--- src/rtl/mips_cpu_muldiv_seq_if.sv ---
// rtl/mips_cpu_muldiv_seq_if.sv - request/result bundle for the sequential HI/LO multiply-divide unit
interface mips_cpu_muldiv_seq_if;
  logic        start;
  logic [2:0]  op;
  logic [31:0] a;
  logic [31:0] b;
  logic        busy;
  logic        done;
  logic [31:0] hi;
  logic [31:0] lo;

  modport master (
    output start, op, a, b,
    input  busy, done, hi, lo
  );

  modport slave (
    input  start, op, a, b,
    output busy, done, hi, lo
  );
endinterface

--- src/rtl/mips_cpu_muldiv_seq.sv ---
// rtl/mips_cpu_muldiv_seq.sv - radix-2 sequential MULT/MULTU/DIV/DIVU with architectural HI/LO
module mips_cpu_muldiv_seq (
  input  logic                  clk,
  input  logic                  reset,
  mips_cpu_muldiv_seq_if.slave  bus
);

  typedef enum logic [1:0] {
    S_IDLE   = 2'd0,
    S_CALC   = 2'd1,
    S_FINISH = 2'd2
  } state_t;

  localparam logic [2:0] OP_MTHI = 3'b100;
  localparam logic [2:0] OP_MTLO = 3'b101;

  state_t      state_q, state_d;
  logic [4:0]  cnt_q, cnt_d;
  logic [63:0] acc_q, acc_d;
  logic [31:0] m_q, m_d;
  logic        is_mult_q, is_mult_d;
  logic        neg_q_q, neg_q_d;
  logic        neg_r_q, neg_r_d;
  logic [31:0] hi_q, hi_d;
  logic [31:0] lo_q, lo_d;
  logic        done_q, done_d;

  logic        a_neg, b_neg;
  logic [31:0] mag_a, mag_b;
  logic [32:0] mul_sum;
  logic [63:0] mul_next;
  logic [32:0] div_r;
  logic        div_ge;
  logic [31:0] div_rem;
  logic [63:0] div_next;
  logic [63:0] prod_fix;
  logic [31:0] quo_fix, rem_fix;

  // Signed ops run on magnitudes; the sign is restored once in FINISH.
  assign a_neg = bus.op[1] & bus.a[31];
  assign b_neg = bus.op[1] & bus.b[31];
  assign mag_a = a_neg ? (32'd0 - bus.a) : bus.a;
  assign mag_b = b_neg ? (32'd0 - bus.b) : bus.b;

  assign mul_sum  = {1'b0, acc_q[63:32]} + {1'b0, (acc_q[0] ? m_q : 32'd0)};
  assign mul_next = {mul_sum, acc_q[31:1]};

  // Partial remainder is 33 bits wide; the kept remainder always fits in 32.
  assign div_r    = {acc_q[63:32], acc_q[31]};
  assign div_ge   = (div_r >= {1'b0, m_q});
  assign div_rem  = div_ge ? (div_r[31:0] - m_q) : div_r[31:0];
  assign div_next = {div_rem, acc_q[30:0], div_ge};

  assign prod_fix = neg_q_q ? (64'd0 - acc_q) : acc_q;
  assign quo_fix  = neg_q_q ? (32'd0 - acc_q[31:0]) : acc_q[31:0];
  assign rem_fix  = neg_r_q ? (32'd0 - acc_q[63:32]) : acc_q[63:32];

  always_comb begin
    state_d   = state_q;
    cnt_d     = cnt_q;
    acc_d     = acc_q;
    m_d       = m_q;
    is_mult_d = is_mult_q;
    neg_q_d   = neg_q_q;
    neg_r_d   = neg_r_q;
    hi_d      = hi_q;
    lo_d      = lo_q;
    done_d    = 1'b0;

    case (state_q)
      S_IDLE: begin
        if (bus.start) begin
          if (!bus.op[2]) begin
            is_mult_d = bus.op[0];
            cnt_d     = 5'd0;
            if (!bus.op[0] && (bus.b == 32'd0)) begin
              // Zero divisor: preload the final {hi, lo} so FINISH writes it unchanged.
              acc_d     = {bus.a, 32'hFFFF_FFFF};
              m_d       = 32'd0;
              neg_q_d   = 1'b0;
              neg_r_d   = 1'b0;
              state_d   = S_FINISH;
            end else if (bus.op[0]) begin
              acc_d     = {32'd0, mag_b};
              m_d       = mag_a;
              neg_q_d   = a_neg ^ b_neg;
              neg_r_d   = 1'b0;
              state_d   = S_CALC;
            end else begin
              acc_d     = {32'd0, mag_a};
              m_d       = mag_b;
              neg_q_d   = a_neg ^ b_neg;
              neg_r_d   = a_neg;
              state_d   = S_CALC;
            end
          end else if (bus.op == OP_MTHI) begin
            hi_d = bus.a;
          end else if (bus.op == OP_MTLO) begin
            lo_d = bus.a;
          end
        end
      end

      S_CALC: begin
        cnt_d = cnt_q + 5'd1;
        acc_d = is_mult_q ? mul_next : div_next;
        if (cnt_q == 5'd31) begin
          state_d = S_FINISH;
        end
      end

      S_FINISH: begin
        if (is_mult_q) begin
          hi_d = prod_fix[63:32];
          lo_d = prod_fix[31:0];
        end else begin
          hi_d = rem_fix;
          lo_d = quo_fix;
        end
        done_d  = 1'b1;
        state_d = S_IDLE;
      end

      default: begin
        state_d = S_IDLE;
      end
    endcase
  end

  always_ff @(posedge clk) begin
    if (reset) begin
      state_q   <= S_IDLE;
      cnt_q     <= 5'd0;
      acc_q     <= 64'd0;
      m_q       <= 32'd0;
      is_mult_q <= 1'b0;
      neg_q_q   <= 1'b0;
      neg_r_q   <= 1'b0;
      hi_q      <= 32'd0;
      lo_q      <= 32'd0;
      done_q    <= 1'b0;
    end else begin
      state_q   <= state_d;
      cnt_q     <= cnt_d;
      acc_q     <= acc_d;
      m_q       <= m_d;
      is_mult_q <= is_mult_d;
      neg_q_q   <= neg_q_d;
      neg_r_q   <= neg_r_d;
      hi_q      <= hi_d;
      lo_q      <= lo_d;
      done_q    <= done_d;
    end
  end

  assign bus.busy = (state_q != S_IDLE);
  assign bus.done = done_q;
  assign bus.hi   = hi_q;
  assign bus.lo   = lo_q;

endmodule

--- src/flat_wrapper.sv ---
// flat-port wrapper written by rule: the top's interface ports become plain ports
module mips_cpu_muldiv_seq_flat 
  (clk, reset, bus_start, bus_op, bus_a, bus_b, bus_busy, bus_done, bus_hi, bus_lo);
  mips_cpu_muldiv_seq_if bus_i ();
  input  logic clk;
  input  logic reset;
  input wire logic [$bits(bus_i.start)-1:0] bus_start;
  input wire logic [$bits(bus_i.op)-1:0] bus_op;
  input wire logic [$bits(bus_i.a)-1:0] bus_a;
  input wire logic [$bits(bus_i.b)-1:0] bus_b;
  output wire logic [$bits(bus_i.busy)-1:0] bus_busy;
  output wire logic [$bits(bus_i.done)-1:0] bus_done;
  output wire logic [$bits(bus_i.hi)-1:0] bus_hi;
  output wire logic [$bits(bus_i.lo)-1:0] bus_lo;
  assign bus_i.start = bus_start;
  assign bus_i.op = bus_op;
  assign bus_i.a = bus_a;
  assign bus_i.b = bus_b;
  assign bus_busy = bus_i.busy;
  assign bus_done = bus_i.done;
  assign bus_hi = bus_i.hi;
  assign bus_lo = bus_i.lo;
  mips_cpu_muldiv_seq u_core (.clk(clk), .reset(reset), .bus(bus_i));
endmodule
--- config.mk ---
export PLATFORM = sky130hd
export DESIGN_NAME = mips_cpu_muldiv_seq_flat
export DESIGN_NICKNAME = d
export VERILOG_FILES = /design/src/rtl/mips_cpu_muldiv_seq_if.sv /design/src/rtl/mips_cpu_muldiv_seq.sv /design/src/flat_wrapper.sv
export SDC_FILE = /design/constraint.sdc
export NUM_CORES = 1
export LEC_CHECK = 0
export BUFFER_PORTS_ARGS = -buffer_cell sky130_fd_sc_hd__buf_2
export CELL_PAD_IN_SITES_DETAIL_PLACEMENT = 1
export CELL_PAD_IN_SITES_GLOBAL_PLACEMENT = 2
export CORE_UTILIZATION = 35
export DETAILED_ROUTE_END_ITERATION = 7
export PLACE_DENSITY_LB_ADDON = 0.15
export SYNTH_ARGS = -nofsm -noshare
export SYNTH_HDL_FRONTEND = slang
export SYNTH_SLANG_ARGS = --single-unit
--- constraint.sdc ---
create_clock -name clk -period 4.63 [get_ports clk]
set_input_delay 1.1575 -clock clk [delete_from_list [all_inputs] [get_ports clk]]
set_output_delay 1.1575 -clock clk [all_outputs]
set_load 0.01 [all_outputs]
==> flow_metrics.tcl, run 1 <==
set metrics [dict create \
    setup_tns_ps 0 \
    min_from "u_core.m_q[3]" \
    maxSlewViolCount 0 \
    hold_violations 0 \
    cts_tree "built" \
    synthCells 2064 \
    placed_cells 2680 \
    hpwl_microns 58100 \
    syn_area_per_cell_sq_um 7.308 \
    std_cell_rows 75 \
    start_kind "input pin" \
    synth_top_family_by_area "compound AO/OA/AOI/OAI gates" \
    synthMuxAreaShare 0.08179 \
    synth_flop_cell "dfxtp_1" \
    clkTransAtPathRegs_ps 70 \
    rsz0062_at_grt "false" \
    holdCritPathClass "flip-flop to flip-flop" \
    design_area_sq_mm 0.01701 \
    synthXorXnorAreaFrac 0.08942 \
    vias 16668 \
    drt-initial-drc-count 1581 \
    start_util 0.3572 \
    required_ps 4980 \
    intPower_mw 5.148 \
    viasPerCell 6.148 \
    path_cells "buf_2 > inv_1 > ha_1 > nor3b_1 > nor4b_1 > nand2_1 > o21ai_0 > xnor2_1 > o21ai_0 > nand2_1 > a22oi_1 > nor2_1" \
    first_global_vias 15848 \
    combPwrFrac 0.654 \
    skew_ps 17.08 \
    vdd_drop_max_v 0.0003877 \
    cts.sinks 171 \
    ios 136 \
    p_leak_nw 7.055 \
    reg2reg_slack_ps 630 \
    route.detailed.drc 0 \
    clockRootBuffer "clkbuf_16" \
    final_antenna_net_count 0 \
    ys_async_sr_fraction 0 \
    drt_wl_total_microns 74710 \
    finalSetupViolCount 0 \
    antenna_found_initial 3 \
    cp_slowest_cell "nor4b_1" \
    ys_top_cells_by_area "dfxtp_1 (23%), nor2_1 (7.4%), mux2i_1 (6.8%)" \
    die_x_microns 209.6 \
    core_area_sq_mm 0.04223 \
    place_area_sq_mm 0.01643 \
    cts.repair.resized 0 \
    worst_path_largest_cell_delay_ps 690 \
    gp_congestion 0.9574 \
    end_kind "flip-flop" \
    synthSimpleGateAreaFrac 0.2186 \
    cts_max_level 4 \
    min_to "u_core.m_q[3]" \
    layoutNonFillerInstCount 2711 \
    grt_max_degree 102 \
    cts_setup_buffers 0 \
    cts_buffers 17 \
    synth.cell_area_sq_mm 0.01508 \
    fin_util 0.4029 \
    power_frac_clock 0.138 \
    synth_edf_count 0 \
    syn_to_final_growth_pct 12.79 \
    critPathTopFamily "simple AND/OR/NAND/NOR gates" \
    synth_compound_area_frac 0.2656 \
    cap_violations 0 \
    layout_min_cycle_time_ps 4099 \
    grt_pass1_wl_microns 108500 \
    die-area_sq_mm 0.04393 \
    min_path_cells 2 \
    powerDensity_mw_per_mm2 641.2 \
    worst_pin_slew_ps 1073 \
    p_switching_mw 5.761 \
    ys_ff_latch 171 \
    clk_path_buf_depth 2 \
    fillers 5258 \
    ys_types 85 \
    seqPwrFrac 0.208 \
    r2r_cells 11 \
    synth_top_area_share 0.2269 \
    routedWlPerCell_microns 27.56 \
    status "completed" \
    fin_nets 2302 \
    die_h_microns 209.6 \
    p_sw_frac 0.5281 \
    post-route-period-util 0.8853 \
    critPathArrivalTime_ps 4440 \
    grt_use_total 0.3362 \
    reg2reg_from "u_core.m_q[26]" \
    slew_headroom 0.2780 \
    synth-adder-area-share 0.06072 \
    critPathKind "input pin to flip-flop" \
    syn_nets 2206 \
    timing.fmax_mhz 244.0 \
    synth_top_area_cell "dfxtp_1" \
    drive_gt1_frac 0.1358 \
    r2r_end "u_core.acc_q[51]" \
    clock_latency_ps 470 \
    n_antenna_cell 0 \
    critPathBufInv 2 \
    grt-ovfl-total 0 \
    seq_area_frac_synth 0.2269 \
    crit_fanout 5 \
    firstDrtPassIters 5 \
    ys_warn_count 0 \
    portBuffers 135 \
    cts_hold_buf 0 \
]
==> worst max-delay path by stage <==
stage                         start  slack [ps]  cells past startpoint          endpoint
final                      bus_a[0]         530                     12  u_core.acc_q[16]
after global routing       bus_a[0]         310                     12  u_core.acc_q[16]
after CTS                  bus_a[0]         660                     12  u_core.acc_q[16]
after detailed placement   bus_a[0]         170                     12  u_core.acc_q[16]
after global placement     bus_a[0]         130                     12  u_core.acc_q[16]
after floorplan           bus_a[10]        1180                     10  u_core.acc_q[30]
==> through the flow <==
stage / power [mW] / hold WS, ps / setup slack [ps]
detailed placement: 9.229 / 447.4 / 171.8
CTS: 10.76 / 463.9 / 658.6
floorplan: 6.673 / 425.0 / 1179
global placement: 9.168 / 438.3 / 130.1
global route: 11.53 / 495.8 / 309.0
finish: 10.91 / 465.9 / 530.9
==> worst min-delay path: cells and delay by family, from the launching register on <==
family	cells	cell delay, ps
flip-flops	1	330
AO/OA/AOI/OAI	1	60
AND/OR/NAND/NOR	1	40
==> flip-flops by register name, indices dropped and copies added (netlist names) <==
signal	flops
u_core.acc_q	64
u_core.bus.done	1
u_core.bus.hi	32
u_core.bus.lo	32
u_core.cnt_q	5
u_core.is_mult_q	1
u_core.m_q	32
u_core.neg_q_q	1
u_core.neg_r_q	1
u_core.state_q	2
==> per-layer routing <==
layer  share of wire  vias up  wire (microns)  track usage
li1                -     7695               -            -
met1            0.48     8227           35720       0.4959
met2            0.42      670           31320       0.4925
met3           0.075       76            5635      0.05432
met4           0.027        0            2036       0.1082
met5               0        -               0            0
==> power by group through the flow <==
stage,logic (mW),clock network [mW],registers [mW]
after floorplan,4.53,0,2.14
after global placement,6.91,0,2.26
after detailed placement,6.96,0,2.27
after CTS,6.99,1.53,2.24
after global routing,7.67,1.58,2.28
final,7.14,1.51,2.26
==> cells in the final DEF (no fill, tap or decap), types with 16 or more instances in the layout <==
cell type	count
a211oi_1	74
a21o_1	21
a21oi_1	197
a31oi_1	29
buf_2	134
buf_4	79
clkbuf_16	17
dfxtp_1	170
ha_1	70
inv_1	65
mux2_2	18
mux2i_1	103
nand2_1	171
nand2b_1	16
nand3_1	28
nor2_1	295
nor3_1	61
nor4_1	20
o211ai_1	18
o21ai_0	134
o31ai_1	20
or3_1	19
xnor2_1	95
xor2_1	59
==> synth_stat cells, types with 5 or more instances <==
cell type  number
xor2_1         59
a211oi_1       74
or3_1          19
xnor2_1        95
o41ai_1         7
a22oi_1         7
or2_2          11
mux2i_1       103
mux2_2         18
dfxtp_1       171
buf_2           6
and3_1         15
a221oi_1       14
nor3b_1         5
buf_1          17
nand3b_1        8
nor4b_1         5
ha_1           70
nand3_1        28
nor4_1         20
o22ai_1        10
clkbuf_1      103
a22o_1          9
nor2b_1         9
o21a_1          8
a21o_1         21
a2111oi_0       6
a311oi_1       12
o31ai_1        20
or4_1          10
inv_1          65
a31oi_1        29
nand2_1       171
nor3_1         61
and2_1          7
nor2_1        297
o211ai_1       18
a21oi_1       197
nand2b_1       17
o21ai_0       134
o221ai_1       11
o21bai_1       13
o31a_1          5
nand4_1        14
==> layout make-up <==
class / instances / area (sq um) / area share
Clock buffer: 21 / 470.5 / 0.02765
Timing Repair Buffer: 213 / 1264 / 0.07428
Sequential cell: 171 / 3425 / 0.2013
Tap cell: 539 / 674.4 / 0.03964
Inverter: 66 / 247.7 / 0.01456
Clock inverter: 10 / 108.9 / 0.006398
Multi-Input combinational cell: 1691 / 10820 / 0.6362
==> kinds of logic (layout without fill, tap and decap cells) <==
logic type | count (synthesis) | after routing
muxes | 121 | 121
buffers and inverters | 202 | 310
AOI/OAI and AO/OA | 630 | 630
and+or+nand+nor | 714 | 714
DFF | 171 | 171
xor gates and xnor gates | 154 | 154
adders and majority gates | 72 | 72
Power figures use the tool's default switching activity.
==> inputs of run 2 (changes only) <==
--- a/config.mk
+++ b/config.mk
@@ -8,9 +8,11 @@
 export BUFFER_PORTS_ARGS = -buffer_cell sky130_fd_sc_hd__buf_2
 export CELL_PAD_IN_SITES_DETAIL_PLACEMENT = 1
 export CELL_PAD_IN_SITES_GLOBAL_PLACEMENT = 2
+export CORE_MARGIN = 4
 export CORE_UTILIZATION = 35
 export DETAILED_ROUTE_END_ITERATION = 7
 export PLACE_DENSITY_LB_ADDON = 0.15
+export REMOVE_ABC_BUFFERS = 1
 export SYNTH_ARGS = -nofsm -noshare
 export SYNTH_HDL_FRONTEND = slang
 export SYNTH_SLANG_ARGS = --single-unit
==> flow_metrics.tcl, run 2 (synthesized netlist as in run 1, its figures left out) <==
set metrics [dict create \
    antenna_found_initial 1 \
    die_h_microns 215.6 \
    critPathArrivalTime_ps 4680 \
    reg2reg_from "u_core.acc_q[0]" \
    routedWlPerCell_microns 24.67 \
    ios 136 \
    grt-ovfl-total 0 \
    grt_pass1_wl_microns 101400 \
    final_cell_mix "nor2_1 (294), a21oi_1 (197), nand2_1 (171)" \
    n_antenna_cell 0 \
    firstDrtPassIters 5 \
    fin_util 0.4005 \
    clk_path_buf_depth 2 \
    die_x_microns 215.6 \
    powerDensity_mw_per_mm2 625.2 \
    post-route-period-util 0.9406 \
    largest_register_ffs 64 \
    regMostFlops "u_core.acc_q" \
    core_area_sq_mm 0.04232 \
    vdd_drop_max_v 0.0003564 \
    cts_setup_buffers 0 \
    place_area_sq_mm 0.01633 \
    cts_buffers 17 \
    portBuffers 135 \
    final_common_cell "nor2_1" \
    required_ps 4950 \
    endpoint "u_core.acc_q[59]" \
    start_kind "flip-flop" \
    holdCritPathClass "flip-flop to flip-flop" \
    grt_max_degree 61 \
    r2r_cells 13 \
    hold_violations 0 \
    fin_nets 2280 \
    layout_min_cycle_time_ps 4355 \
    maxSlewViolCount 0 \
    finalSetupViolCount 0 \
    critPathKind "flip-flop to flip-flop" \
    power_mw 10.60 \
    hold_slack_ps 454.6 \
    gp_congestion 0.9831 \
    cp-startpoint "u_core.acc_q[0]" \
    cts.repair.resized 0 \
    hpwl_microns 51770 \
    rsz0062_at_grt "false" \
    start_util 0.3564 \
    die-area_sq_mm 0.04648 \
    end_kind "flip-flop" \
    route.detailed.drc 0 \
    first_global_vias 16302 \
    crit_fanout 17 \
    layoutNonFillerInstCount 2727 \
    place_ws_ps 329.5 \
    skew_ps 13.57 \
    placed_cells 2696 \
    clkTransAtPathRegs_ps 70 \
    status "completed" \
    setup_ws_ps 275.0 \
    slew_headroom 0.2396 \
    worst_pin_slew_ps 1135 \
    design_area_sq_mm 0.01695 \
    viasPerCell 5.894 \
    cts_hold_buf 0 \
    reg2reg_slack_ps 280 \
    setup_tns_ps 0 \
    std_cell_rows 75 \
    cts_max_level 4 \
    p_leak_nw 6.970 \
    cap_violations 0 \
    drt-initial-drc-count 1139 \
    cts_tree "built" \
    final_antenna_net_count 0 \
    clockRootBuffer "clkbuf_16" \
    syn_to_final_growth_pct 12.37 \
    grt_use_total 0.2802 \
    drive_gt1_frac 0.1279 \
    drt_wl_total_microns 67270 \
    cts.sinks 171 \
    timing.fmax_mhz 229.6 \
    r2r_end "u_core.acc_q[59]" \
    vias 16074 \
    clock_latency_ps 480 \
]
run 2: worst max-delay path: stages, from the launching register on:
cell	delay (ps)
dfxtp_1	370
inv_1	560
nor2_1	200
fa_1	500
a211oi_1	300
o21a_1	250
nor4b_1	80
buf_4	150
or2_2	320
a21oi_1	370
o21ai_0	170
xor2_1	200
a221oi_1	540
a311oi_1	180
run 2: layout make-up:
class | count | area [sq um]
clock inverters | 12 | 172.7
fillers | 5316 | 25370
clock buffers | 19 | 442.9
inverters | 66 | 247.7
flip-flops and latches | 171 | 3425
repair buffers | 191 | 1111
multi-input cells | 1691 | 10830
well taps | 577 | 721.9
run 2: worst min-delay path by stage:
| stage | from | end | slack [ps] | cells after the start |
|---|---|---|---|---|
| global placement | u_core.m_q[13] | u_core.m_q[13] | 440 | 2 |
| detailed placement | u_core.m_q[14] | u_core.m_q[14] | 450 | 2 |
| finish | u_core.m_q[14] | u_core.m_q[14] | 450 | 2 |
| floorplan | u_core.m_q[10] | u_core.m_q[10] | 430 | 2 |
| CTS | u_core.m_q[14] | u_core.m_q[14] | 460 | 2 |
| global route | u_core.m_q[24] | u_core.m_q[24] | 500 | 1 |
run 2: power breakdown:
part           switching [mW]  leakage (nW)  internal [mW]  total (mW)
clock                   0.696         0.299          0.912        1.61
sequential              0.493          1.40           1.80        2.29
combinational            4.24          5.27           2.46        6.70
run 2: metal layers:
metal,up-vias,routed length (microns),GRT usage
met1,7980,32020,0.3924
met2,390,30730,0.4565
met3,65,3020,0.03544
met4,0,1492,0.07301
li1,7639,-,-
met5,-,0,0
==> inputs of run 3 (changes only) <==
--- a/config.mk
+++ b/config.mk
@@ -5,14 +5,16 @@
 export SDC_FILE = /design/constraint.sdc
 export NUM_CORES = 1
 export LEC_CHECK = 0
-export BUFFER_PORTS_ARGS = -buffer_cell sky130_fd_sc_hd__buf_2
+export ABC_AREA = 1
 export CELL_PAD_IN_SITES_DETAIL_PLACEMENT = 1
 export CELL_PAD_IN_SITES_GLOBAL_PLACEMENT = 2
 export CORE_MARGIN = 4
-export CORE_UTILIZATION = 35
+export CORE_UTILIZATION = 34
 export DETAILED_ROUTE_END_ITERATION = 7
+export DONT_BUFFER_PORTS = 1
 export PLACE_DENSITY_LB_ADDON = 0.15
 export REMOVE_ABC_BUFFERS = 1
+export SKIP_LAST_GASP = 1
 export SYNTH_ARGS = -nofsm -noshare
 export SYNTH_HDL_FRONTEND = slang
 export SYNTH_SLANG_ARGS = --single-unit
==> flow_metrics.tcl, run 3 <==
set metrics [dict create \
    die_x_microns 241.0 \
    clock_latency_ps 520 \
    layout_min_cycle_time_ps 3421 \
    required_ps 4990 \
    placed_cells 3966 \
    syn_area_per_cell_sq_um 5.482 \
    power_frac_clock 0.235 \
    antenna_found_initial 3 \
    fin_nets 3431 \
    cts_hold_buf 0 \
    core_area_sq_mm 0.05381 \
    synth_edf_count 0 \
    critPathBufInv 2 \
    final_common_cell "nand2_1" \
    hold_violations 0 \
    cp_slowest_cell "o21ai_0" \
    critPathTopFamily "compound AO/OA/AOI/OAI gates" \
    ios 136 \
    fillers 7528 \
    grt_use_total 0.3673 \
    drt-initial-drc-count 1931 \
    synthTopCellsByCount "nand2_1 (954), inv_1 (414), nor2_1 (373)" \
    powerDensity_mw_per_mm2 332.7 \
    gp_congestion 1.005 \
    synth_top_area_cell "nand2_1" \
    largest_register_ffs 64 \
    ys_warn_count 0 \
    ys_ff_latch 171 \
    synthXorXnorAreaFrac 0.03274 \
    clkTransAtPathRegs_ps 80 \
    holdCritPathClass "flip-flop to flip-flop" \
    std_cell_rows 85 \
    maxSlewViolCount 0 \
    final_cell_mix "nand2_1 (954), inv_1 (412), nor2_1 (371)" \
    die_h_microns 241.0 \
    post-synth-top-count-cell "nand2_1" \
    crit_fanout 43 \
    cts.sinks 171 \
    synth_compound_area_frac 0.1848 \
    synth_flop_cell "dfxtp_1" \
    synthMuxAreaShare 0.002712 \
    slew_headroom 0.2797 \
    synthCells 3367 \
    cts_buffers 17 \
    grt_pass1_wl_microns 155800 \
    start_util 0.3430 \
    seq_area_frac_synth 0.1855 \
    worst_pin_slew_ps 1079 \
    layoutNonFillerInstCount 3999 \
    die-area_sq_mm 0.05808 \
    grt-ovfl-total 0 \
    skew_ps 24.15 \
    status "completed" \
    synth-adder-area-share 0.04962 \
    firstDrtPassIters 5 \
    seqPwrFrac 0.280 \
    portBuffers 0 \
    path_cells "inv_1 > ha_1 > a21oi_1 > nand2_1 > a21oi_1 > nand2_1 > nor2_4 > buf_4 > nand2_8 > o21ai_0 > a31oi_1" \
    cts_max_level 4 \
    rsz0062_at_grt "false" \
    p_sw_frac 0.5157 \
    cts_setup_buffers 0 \
    routedWlPerCell_microns 27.27 \
    finalSetupViolCount 0 \
    drt_wl_total_microns 109000 \
    synthSimpleGateAreaFrac 0.4262 \
    final_antenna_net_count 0 \
    drive_gt1_frac 0.03967 \
    hpwl_microns 89530 \
    clk_path_buf_depth 2 \
    synth.cell_area_sq_mm 0.01846 \
    setup_tns_ps 0 \
    cap_violations 0 \
    p_switching_mw 3.369 \
    ys_top_cells_by_area "nand2_1 (19%), dfxtp_1 (19%), nand3_1 (9.6%)" \
    cts_tree "built" \
    synth_top_family_by_area "simple AND/OR/NAND/NOR gates" \
    synth_top_area_share 0.1940 \
    vias 23189 \
    combPwrFrac 0.485 \
    ys_async_sr_fraction 0 \
    cts.repair.resized 0 \
    clockRootBuffer "clkbuf_16" \
    ys_types 53 \
    grt_max_degree 68 \
    worst_path_largest_cell_delay_ps 690 \
    first_global_vias 22966 \
    post-route-period-util 0.7388 \
    critPathArrivalTime_ps 3780 \
    start_kind "flip-flop" \
    route.detailed.drc 0 \
    power_mw 6.533 \
    intPower_mw 3.164 \
    place_ws_ps 1127 \
    vdd_drop_max_v 0.0003295 \
    viasPerCell 5.799 \
    regMostFlops "u_core.acc_q" \
    syn_to_final_growth_pct 6.400 \
    critPathKind "flip-flop to flip-flop" \
    setup_ws_ps 1209 \
    p_leak_nw 9.508 \
    timing.fmax_mhz 292.3 \
    end_kind "flip-flop" \
]
-- run 3: changes by cell type in the layout (fill, tap and decap cells not counted), sizes merged, moves of 74 or more --
cell,previous run,this run
a21oi,197,271
a211oi,75,1
nand2,171,963
nand3,29,357
xnor2,95,9
nor2,297,385
o21ai,134,308
mux2i,103,5
buf,191,36
inv,65,431
-- run 3: final cells by class --
| cell class | instances | area, sq um | area share |
|---|---|---|---|
| Multi-Input combinational cell | 2636 | 12870 | 0.6556 |
| Sequential cell | 171 | 3428 | 0.1746 |
| Inverter | 427 | 1604 | 0.08168 |
| Tap cell | 696 | 870.8 | 0.04435 |
| Clock buffer | 18 | 439.2 | 0.02236 |
| Timing Repair Buffer | 36 | 270.3 | 0.01376 |
| Clock inverter | 14 | 148.9 | 0.007582 |
| Antenna cell | 1 | 2.502 | 0.0001274 |
-- run 3: through the flow --
stage / instance area [sq um] / hold slack [ps] / utilization
after floorplan: 17870 / 439.2 / -
after global placement: 19050 / 450.8 / 0.3539
after detailed placement: 19050 / 461.7 / 0.3539
after CTS: 19640 / 472.5 / 0.3649
after global routing: 19640 / 482.9 / 0.3649
final: 19640 / 470.8 / 0.3649
-- run 3: power groups by stage --
| stage | registers (mW) | logic (mW) | clock network, mW |
|---|---|---|---|
| final | 1.83 | 3.17 | 1.54 |
| after global routing | 1.83 | 3.44 | 1.62 |
| after CTS | 1.82 | 3.12 | 1.56 |
| after detailed placement | 1.85 | 3.10 | 0 |
| after global placement | 1.85 | 3.06 | 0 |
| after floorplan | 1.76 | 1.92 | 0 |
-- run 3: worst register-to-register path, stage by stage (launching register included) --
cell and delay (ps):
dfxtp_1 550, inv_1 110, ha_1 410, a21oi_1 300, nand2_1 90, a21oi_1 170
nand2_1 110, nor2_4 80, buf_4 300, nand2_8 280, o21ai_0 720, a31oi_1 160
-- run 3: worst paths after layout --
check	startpoint	end	slack [ps]	depth (start not counted)
worst min-delay path	u_core.cnt_q[4]	u_core.cnt_q[4]	470	2
worst max register to register	u_core.m_q[28]	u_core.acc_q[0]	1210	11
worst max-delay path	u_core.m_q[28]	u_core.acc_q[0]	1210	11
worst min register to register	u_core.cnt_q[4]	u_core.cnt_q[4]	470	2
-- run 3: per-layer routing --
metal | track usage | vias up | routed length [microns]
met4 | 0.1848 | 0 | 6540
met3 | 0.08410 | 232 | 8131
met1 | 0.4738 | 11252 | 46320
met5 | 0 | - | 0
li1 | - | 10796 | -
met2 | 0.5774 | 909 | 48040
-- run 3: cell families after synthesis --
| logic type | Yosys count |
|---|---|
| AO/OA/AOI/OAI | 652 |
| buffers and inverters | 560 |
| AND/OR/NAND/NOR | 1838 |
| adder cells (fa/ha/maj) | 72 |
| multiplexers | 5 |
| flip-flops | 171 |
| XOR/XNOR | 69 |
